===== src/rtl/scale_pkg.sv =====
// Shared types and defaults for the scaling arbiter slice.
package scale_pkg;

    // Channel encoding used in tags and arbitration vectors.
    localparam logic CH_POS = 1'b0;
    localparam logic CH_RPM = 1'b1;

    // Default latencies of the external multiply/divide cores.
    localparam int unsigned MUL_LAT_DEF   = 4;
    localparam int unsigned DIV_LAT_DEF   = 36;
    localparam int unsigned ISSUE_GAP_DEF = 1;

    // One entry of the in-flight tag delay line.
    typedef struct packed {
        logic valid;
        logic chan;
        logic div0;
    } tag_t;

    // Grant-to-done latency: operand reg, product reg, quotient reg plus the cores.
    function automatic int unsigned pipe_len(input int unsigned mul_lat,
                                             input int unsigned div_lat);
        return mul_lat + div_lat + 3;
    endfunction

endpackage


===== src/rtl/rr_arb2.sv =====
// Two-input round-robin arbiter; bit 0 is the pos channel, bit 1 the rpm channel.
module rr_arb2
    import scale_pkg::*;
(
    input  logic       CLK_60,
    input  logic       RST_B,
    input  logic       en,
    input  logic [1:0] elig,
    output logic [1:0] gnt
);

    logic ptr_q, ptr_d;

    // Grant decision: a lone eligible channel wins, a tie goes to the pointer.
    always_comb begin
        gnt = 2'b00;
        if (en) begin
            case (elig)
                2'b01:   gnt = 2'b01;
                2'b10:   gnt = 2'b10;
                2'b11:   gnt = (ptr_q == CH_RPM) ? 2'b10 : 2'b01;
                default: gnt = 2'b00;
            endcase
        end
    end

    // After any grant, priority passes to the channel that was not served.
    always_comb begin
        ptr_d = ptr_q;
        if (gnt[0]) begin
            ptr_d = CH_RPM;
        end else if (gnt[1]) begin
            ptr_d = CH_POS;
        end
    end

    // Pointer register.
    always_ff @(posedge CLK_60) begin
        if (!RST_B) begin
            ptr_q <= CH_POS;
        end else begin
            ptr_q <= ptr_d;
        end
    end

endmodule


===== src/rtl/scale_arbiter.sv =====
// Shares one multiplier and one divider between the pos and rpm scaling requesters.
module scale_arbiter
    import scale_pkg::*;
#(
    parameter int unsigned MUL_LAT   = MUL_LAT_DEF,
    parameter int unsigned DIV_LAT   = DIV_LAT_DEF,
    parameter int unsigned ISSUE_GAP = ISSUE_GAP_DEF
) (
    input  logic        CLK_60,
    input  logic        RST_B,
    input  logic        req_pos,
    input  logic [15:0] pos_a,
    input  logic [15:0] pos_b,
    input  logic [31:0] pos_div,
    output logic        ack_pos,
    output logic        done_pos,
    output logic [31:0] q_pos,
    output logic        div0_pos,
    input  logic        req_rpm,
    input  logic [15:0] rpm_a,
    input  logic [15:0] rpm_b,
    input  logic [31:0] rpm_div,
    output logic        ack_rpm,
    output logic        done_rpm,
    output logic [31:0] q_rpm,
    output logic        div0_rpm,
    output logic [15:0] mul_a,
    output logic [15:0] mul_b,
    input  logic [31:0] mul_p,
    output logic [31:0] div_dividend,
    output logic [31:0] div_divisor,
    input  logic [31:0] div_quotient,
    output logic        busy
);

    localparam int unsigned PipeLen = pipe_len(MUL_LAT, DIV_LAT);
    // Tag stage that lines up with div_quotient for the matching operation.
    localparam int unsigned QuotTap = PipeLen - 2;

    tag_t        tag_q [PipeLen];
    logic [31:0] dsr_q [MUL_LAT + 1];
    logic [3:0]  gap_q, gap_d;
    logic [1:0]  inflight;
    logic [1:0]  elig;
    logic [1:0]  gnt;
    logic        grant;
    logic        gnt_chan;
    logic [15:0] sel_a, sel_b;
    logic [31:0] sel_div;
    logic        any_valid;
    tag_t        tap;

    // Per-channel in-flight flags and busy, derived from the tag line.
    always_comb begin
        inflight  = 2'b00;
        any_valid = 1'b0;
        for (int i = 0; i < int'(PipeLen); i++) begin
            if (tag_q[i].valid) begin
                any_valid              = 1'b1;
                inflight[tag_q[i].chan] = 1'b1;
            end
        end
    end

    assign busy = any_valid;
    assign elig = {req_rpm & ~inflight[CH_RPM], req_pos & ~inflight[CH_POS]};

    rr_arb2 u_arb (
        .CLK_60 (CLK_60),
        .RST_B  (RST_B),
        .en     (RST_B && (gap_q == 4'd0)),
        .elig   (elig),
        .gnt    (gnt)
    );

    assign ack_pos  = gnt[0];
    assign ack_rpm  = gnt[1];
    assign grant    = |gnt;
    assign gnt_chan = gnt[1];

    // Operand select for the granted channel.
    always_comb begin
        sel_a   = gnt_chan ? rpm_a   : pos_a;
        sel_b   = gnt_chan ? rpm_b   : pos_b;
        sel_div = gnt_chan ? rpm_div : pos_div;
    end

    // Gap counter next state: reload on grant, count down to zero otherwise.
    always_comb begin
        gap_d = gap_q;
        if (grant) begin
            gap_d = 4'(ISSUE_GAP - 1);
        end else if (gap_q != 4'd0) begin
            gap_d = gap_q - 4'd1;
        end
    end

    // Gap counter register.
    always_ff @(posedge CLK_60) begin
        if (!RST_B) begin
            gap_q <= 4'd0;
        end else begin
            gap_q <= gap_d;
        end
    end

    // Operand capture and divisor delay so the divisor meets its product.
    always_ff @(posedge CLK_60) begin
        if (!RST_B) begin
            mul_a        <= '0;
            mul_b        <= '0;
            div_dividend <= '0;
            div_divisor  <= '0;
            for (int i = 0; i <= int'(MUL_LAT); i++) begin
                dsr_q[i] <= '0;
            end
        end else begin
            if (grant) begin
                mul_a    <= sel_a;
                mul_b    <= sel_b;
                dsr_q[0] <= sel_div;
            end
            for (int i = 1; i <= int'(MUL_LAT); i++) begin
                dsr_q[i] <= dsr_q[i-1];
            end
            div_dividend <= mul_p;
            div_divisor  <= dsr_q[MUL_LAT];
        end
    end

    // Tag delay line: one entry per cycle, valid only in grant cycles.
    always_ff @(posedge CLK_60) begin
        if (!RST_B) begin
            for (int i = 0; i < int'(PipeLen); i++) begin
                tag_q[i] <= '0;
            end
        end else begin
            tag_q[0] <= grant ? tag_t'{valid: 1'b1, chan: gnt_chan, div0: (sel_div == '0)}
                              : tag_t'('0);
            for (int i = 1; i < int'(PipeLen); i++) begin
                tag_q[i] <= tag_q[i-1];
            end
        end
    end

    assign tap = tag_q[QuotTap];

    // Result capture and done pulses; zero divisors report all-ones.
    always_ff @(posedge CLK_60) begin
        if (!RST_B) begin
            done_pos <= 1'b0;
            done_rpm <= 1'b0;
            q_pos    <= '0;
            q_rpm    <= '0;
            div0_pos <= 1'b0;
            div0_rpm <= 1'b0;
        end else begin
            done_pos <= tap.valid && (tap.chan == CH_POS);
            done_rpm <= tap.valid && (tap.chan == CH_RPM);
            if (tap.valid && (tap.chan == CH_POS)) begin
                q_pos    <= tap.div0 ? 32'hFFFF_FFFF : div_quotient;
                div0_pos <= tap.div0;
            end
            if (tap.valid && (tap.chan == CH_RPM)) begin
                q_rpm    <= tap.div0 ? 32'hFFFF_FFFF : div_quotient;
                div0_rpm <= tap.div0;
            end
        end
    end

endmodule


===== config.mk =====
export PLATFORM = sky130hd
export DESIGN_NAME = scale_arbiter
export DESIGN_NICKNAME = d
export VERILOG_FILES = /design/src/rtl/scale_pkg.sv /design/src/rtl/rr_arb2.sv /design/src/rtl/scale_arbiter.sv
export SDC_FILE = /design/constraint.sdc
export NUM_CORES = 1
export LEC_CHECK = 0
export CAP_MARGIN = 20
export CORE_MARGIN = 2
export CORE_UTILIZATION = 52
export CTS_BUF_LIST = sky130_fd_sc_hd__clkbuf_4
export DETAILED_ROUTE_END_ITERATION = 16
export PLACE_DENSITY = 0.82
export SLEW_MARGIN = 30
export SYNTH_ARGS = -nofsm -noshare
export SYNTH_HDL_FRONTEND = slang
export SYNTH_SLANG_ARGS = --single-unit

===== constraint.sdc =====
create_clock -name CLK_60 -period 5.5 [get_ports CLK_60]
set_input_delay 0.825 -clock CLK_60 [delete_from_list [all_inputs] [get_ports CLK_60]]
set_output_delay 0.825 -clock CLK_60 [all_outputs]
set_load 0.05 [all_outputs]

==> impl_results.md, run 1 <==
- # Post-CTS Setup Buffers: 0
- Worst slew margin: 44.4%
- Vias: between 10,000 and 15,000
- Final WL: about 40,000 µm
- Congestion Overflow GR: 0
- Sequential element share of the synthesized area: ~66%
- CP Max Fanout: 4
- Final ANT Viol Nets: 0
- Leak: 8.50 nW
- CTS Buf Count: ~110
- Fin nets: 2,146
- Final hold violations: 0
- Leading post-synthesis cells by cell area: dfxtp_1, edfxtp_1, and2_1
- Pwr Total: 0.00849 W
- WL per Instance: between 15 and 20 µm
- Asr flop ratio synth: 0%
- Status: complete, no violations
- Initial core utilization: a little over half
- Gpl congestion: 0.978
- Filler Cell Count: 2,236
- Net Sw Frac: between 20% and 30%
- Synth cell types: 46
- Gate power share: about a fifth
- RSZ-0062 raised after global routing: false
- I/O pin count: approximately 360
- Setup_tns: 0 ps
- Worst Reg-to-Reg Cells: 6
- Crit Path Class: flip-flop to output port
- Final Cycle Share: approximately nine tenths
- Design Area, Final: about 22,000 µm²
- Number of cell rows: between 60 and 70
- Max IR drop VDD: around 320 µV
- Min Clock Period, post-route: between 4000 and 5000 ps
- Max-cap violations: 0
- Clk_skew: between 70 and 80 ps
- Die height: ~180 µm
- Die W: roughly 180 µm
- Worst path arrival time: 4150 ps
- Fin. max-slew vios: 0
- Layout cells sized above 1: between 10 and 15%
- # setup viols final: 0
- Placed instance count: roughly 2,200
- Area growth syn-to-layout: 35.6%
- Crit start category: flip-flop
- Clk_lat worst skew: between 700 and 800 ps
- Initial antenna violation count: 7
- Number of synthesized flops with an enable pin: 160
- Vias in the first global route: ~13,000
- Post-DR vias/cell: around 5.0
- Reg power frac: between 40 and 50%
- Worst-path clk slew: 60 ps
- TritonCTS clock tree: yes
- Core ar.: 30,700 µm²
- Tightest Pin Transition: about 830 ps
- PostCTS Resize Cnt: 0
- Hold buffer count at cts: 0
- DRC Markers: 0
- CP startpoint: tag_q[26][2]$_SDFF_PN0_
- Clock root cell: clkbuf_4
- Pint: ~0.006 W
- Pwr Density: roughly 380 nW/µm²
- H-tree levels: 3
- Largest area contributor in the netlist: dfxtp_1
- Hold wc startpoint: tag_q[16][0]$_SDFF_PN0_
- Reg-to-reg startpoint: tag_q[26][2]$_SDFF_PN0_
- DIE AREA: 32,900 µm²
- Cells after Synth: 1,432
- First-pass GRT wire length: 63,100 µm
- Synthesized area per cell: around 11 µm²
- Syn Std Cell Area: between 15,000 and 20,000 µm²
- PortBufs: 362
- Final HPWL DP: roughly 27,000 µm
- Router iterations before antenna repair: 5
- Multi-input gate area: around 5500 µm²
- Post-synth top cells: and2_1, dfxtp_1, edfxtp_1
- Fmax: 0.201 GHz
- Most common cell in the netlist: and2_1
- Worst hold stages: 1
- GRT Overall Usage: between 20% and 30%
- Max Root-Sink Buffers: 3
- Dpl cell area: 20,700 µm²
- Final core utilization: just over 70%
- Net switching power figure: approximately 0.0025 W
- #FFs+latches synth: around 460
- Clk sinks: approximately 460
- DR iter-0 viols: approximately 700
- Non-filler cells, final: roughly 2,400
- Reg2reg setup slack: around 2100 ps
- Clk pwr share: between 30% and 40%
- YS warnings: 0
- Hold crit path type: flip-flop to flip-flop
- Reg area: about 11,000 µm²
- Top-area cell type share of the netlist area: between 30% and 40%
- WP data required: 4680 ps
- Post-synth top flop: dfxtp_1
- Kind of end point of the critical path: output port
- Largest net degree at the start of global routing: ~150
==> layout by cell type, fill, tap and decap left out, types with 3 or more instances in the layout <==
cell,count
o2111ai_1,6
buf_4,9
a21oi_1,33
nand2b_1,18
edfxtp_1,160
dfxtp_1,297
a22oi_1,14
nand3_1,33
nor2b_1,12
nor2_1,120
a22o_1,4
nor3b_1,3
conb_1,128
nand3b_1,7
nand4_1,13
a221oi_1,3
o31ai_1,25
inv_1,41
nor3_1,40
nor4_1,27
and2_1,304
diode_2,5
buf_6,3
o21ai_0,34
clkbuf_4,174
clkinv_1,27
clkdlybuf4s50_1,361
a2111oi_0,4
nand2_1,8
a211oi_1,93
nor4b_2,3
==> power by group through the flow <==
stage	sequential, W	combinational, W	clock [W]
after floorplan	0.00440	0.000704	0
after global placement	0.00400	0.00168	0
after detailed placement	0.00401	0.00171	0
after CTS	0.00394	0.00172	0.00291
after global routing	0.00396	0.00184	0.00311
final	0.00394	0.00173	0.00283
==> critical path, stage by stage (launching register included) <==
cell             delay [ps]
dfxtp_1                 320
nor2b_1                 130
a2111oi_0               630
nand4_1                 440
or2_2                   410
or3_1                   420
a41oi_1                 200
clkdlybuf4s50_1         860
==> sequential cells by signal, indices dropped and copies added, names as in the netlist, 16 cells and up <==
name,cells
mul_b,16
q_rpm,32
mul_a,16
dsr_q,160
tag_q,128
div_divisor,32
q_pos,32
div_dividend,32
==> logic make-up after synthesis <==
family | count (synthesis) | synth area share, %
and+or+nand+nor | 606 | 21.2
DFF | 457 | 65.8
xor gates and xnor gates | 1 | 0.0536
other | 1 | 0.0229
AOI/OAI and AO/OA | 220 | 9.21
adders and majority gates | 2 | 0.153
muxes | 3 | 0.191
buffers and inverters | 142 | 3.44
==> final cells by class <==
cell class                      instances  share of cell area [%]
Antenna cell                            5                  0.0564
Clock buffer                          174                    5.89
Clock inverter                         34                   0.846
Inverter                               42                   0.722
Multi-Input combinational cell        960                    24.9
Sequential cell                       457                    48.5
Tap cell                              396                    2.23
Timing Repair Buffer                  374                    16.8
==> stage by stage <==
stage,setup slack (ps),hold WS [ps]
2_1_floorplan,1730,412
3_3_place_gp,950,414
3_5_place_dp,920,419
4_1_cts,463,407
5_1_grt,391,420
6_report,523,422
==> worst paths after layout <==
check	to
max	ack_pos
min	tag_q[17][0]$_SDFF_PN0_
min reg2reg	tag_q[17][0]$_SDFF_PN0_
max reg2reg	dsr_q[0][16]$_SDFFCE_PN0P_
==> layer usage <==
layer | up-vias | part of all wire, % | global-route usage, %
met2 | 471 | 50 | 42.0
met5 | - | 0.073 | 0
met3 | 102 | 7.9 | 7.70
met4 | 4 | 4.1 | 12.3
met1 | 5711 | 38 | 26.5
li1 | 5990 | - | -
Note: power is estimated with default switching activity, not from simulation.
==> inputs of run 2 (changes only) <==
--- a/config.mk
+++ b/config.mk
@@ -11,6 +11,7 @@
 export CTS_BUF_LIST = sky130_fd_sc_hd__clkbuf_4
 export DETAILED_ROUTE_END_ITERATION = 16
 export PLACE_DENSITY = 0.82
+export SKIP_CTS_REPAIR_TIMING = 1
 export SLEW_MARGIN = 30
 export SYNTH_ARGS = -nofsm -noshare
 export SYNTH_HDL_FRONTEND = slang
==> results of run 2 <==
No change in the layout: final DEF, timing and power equal those of run 1.
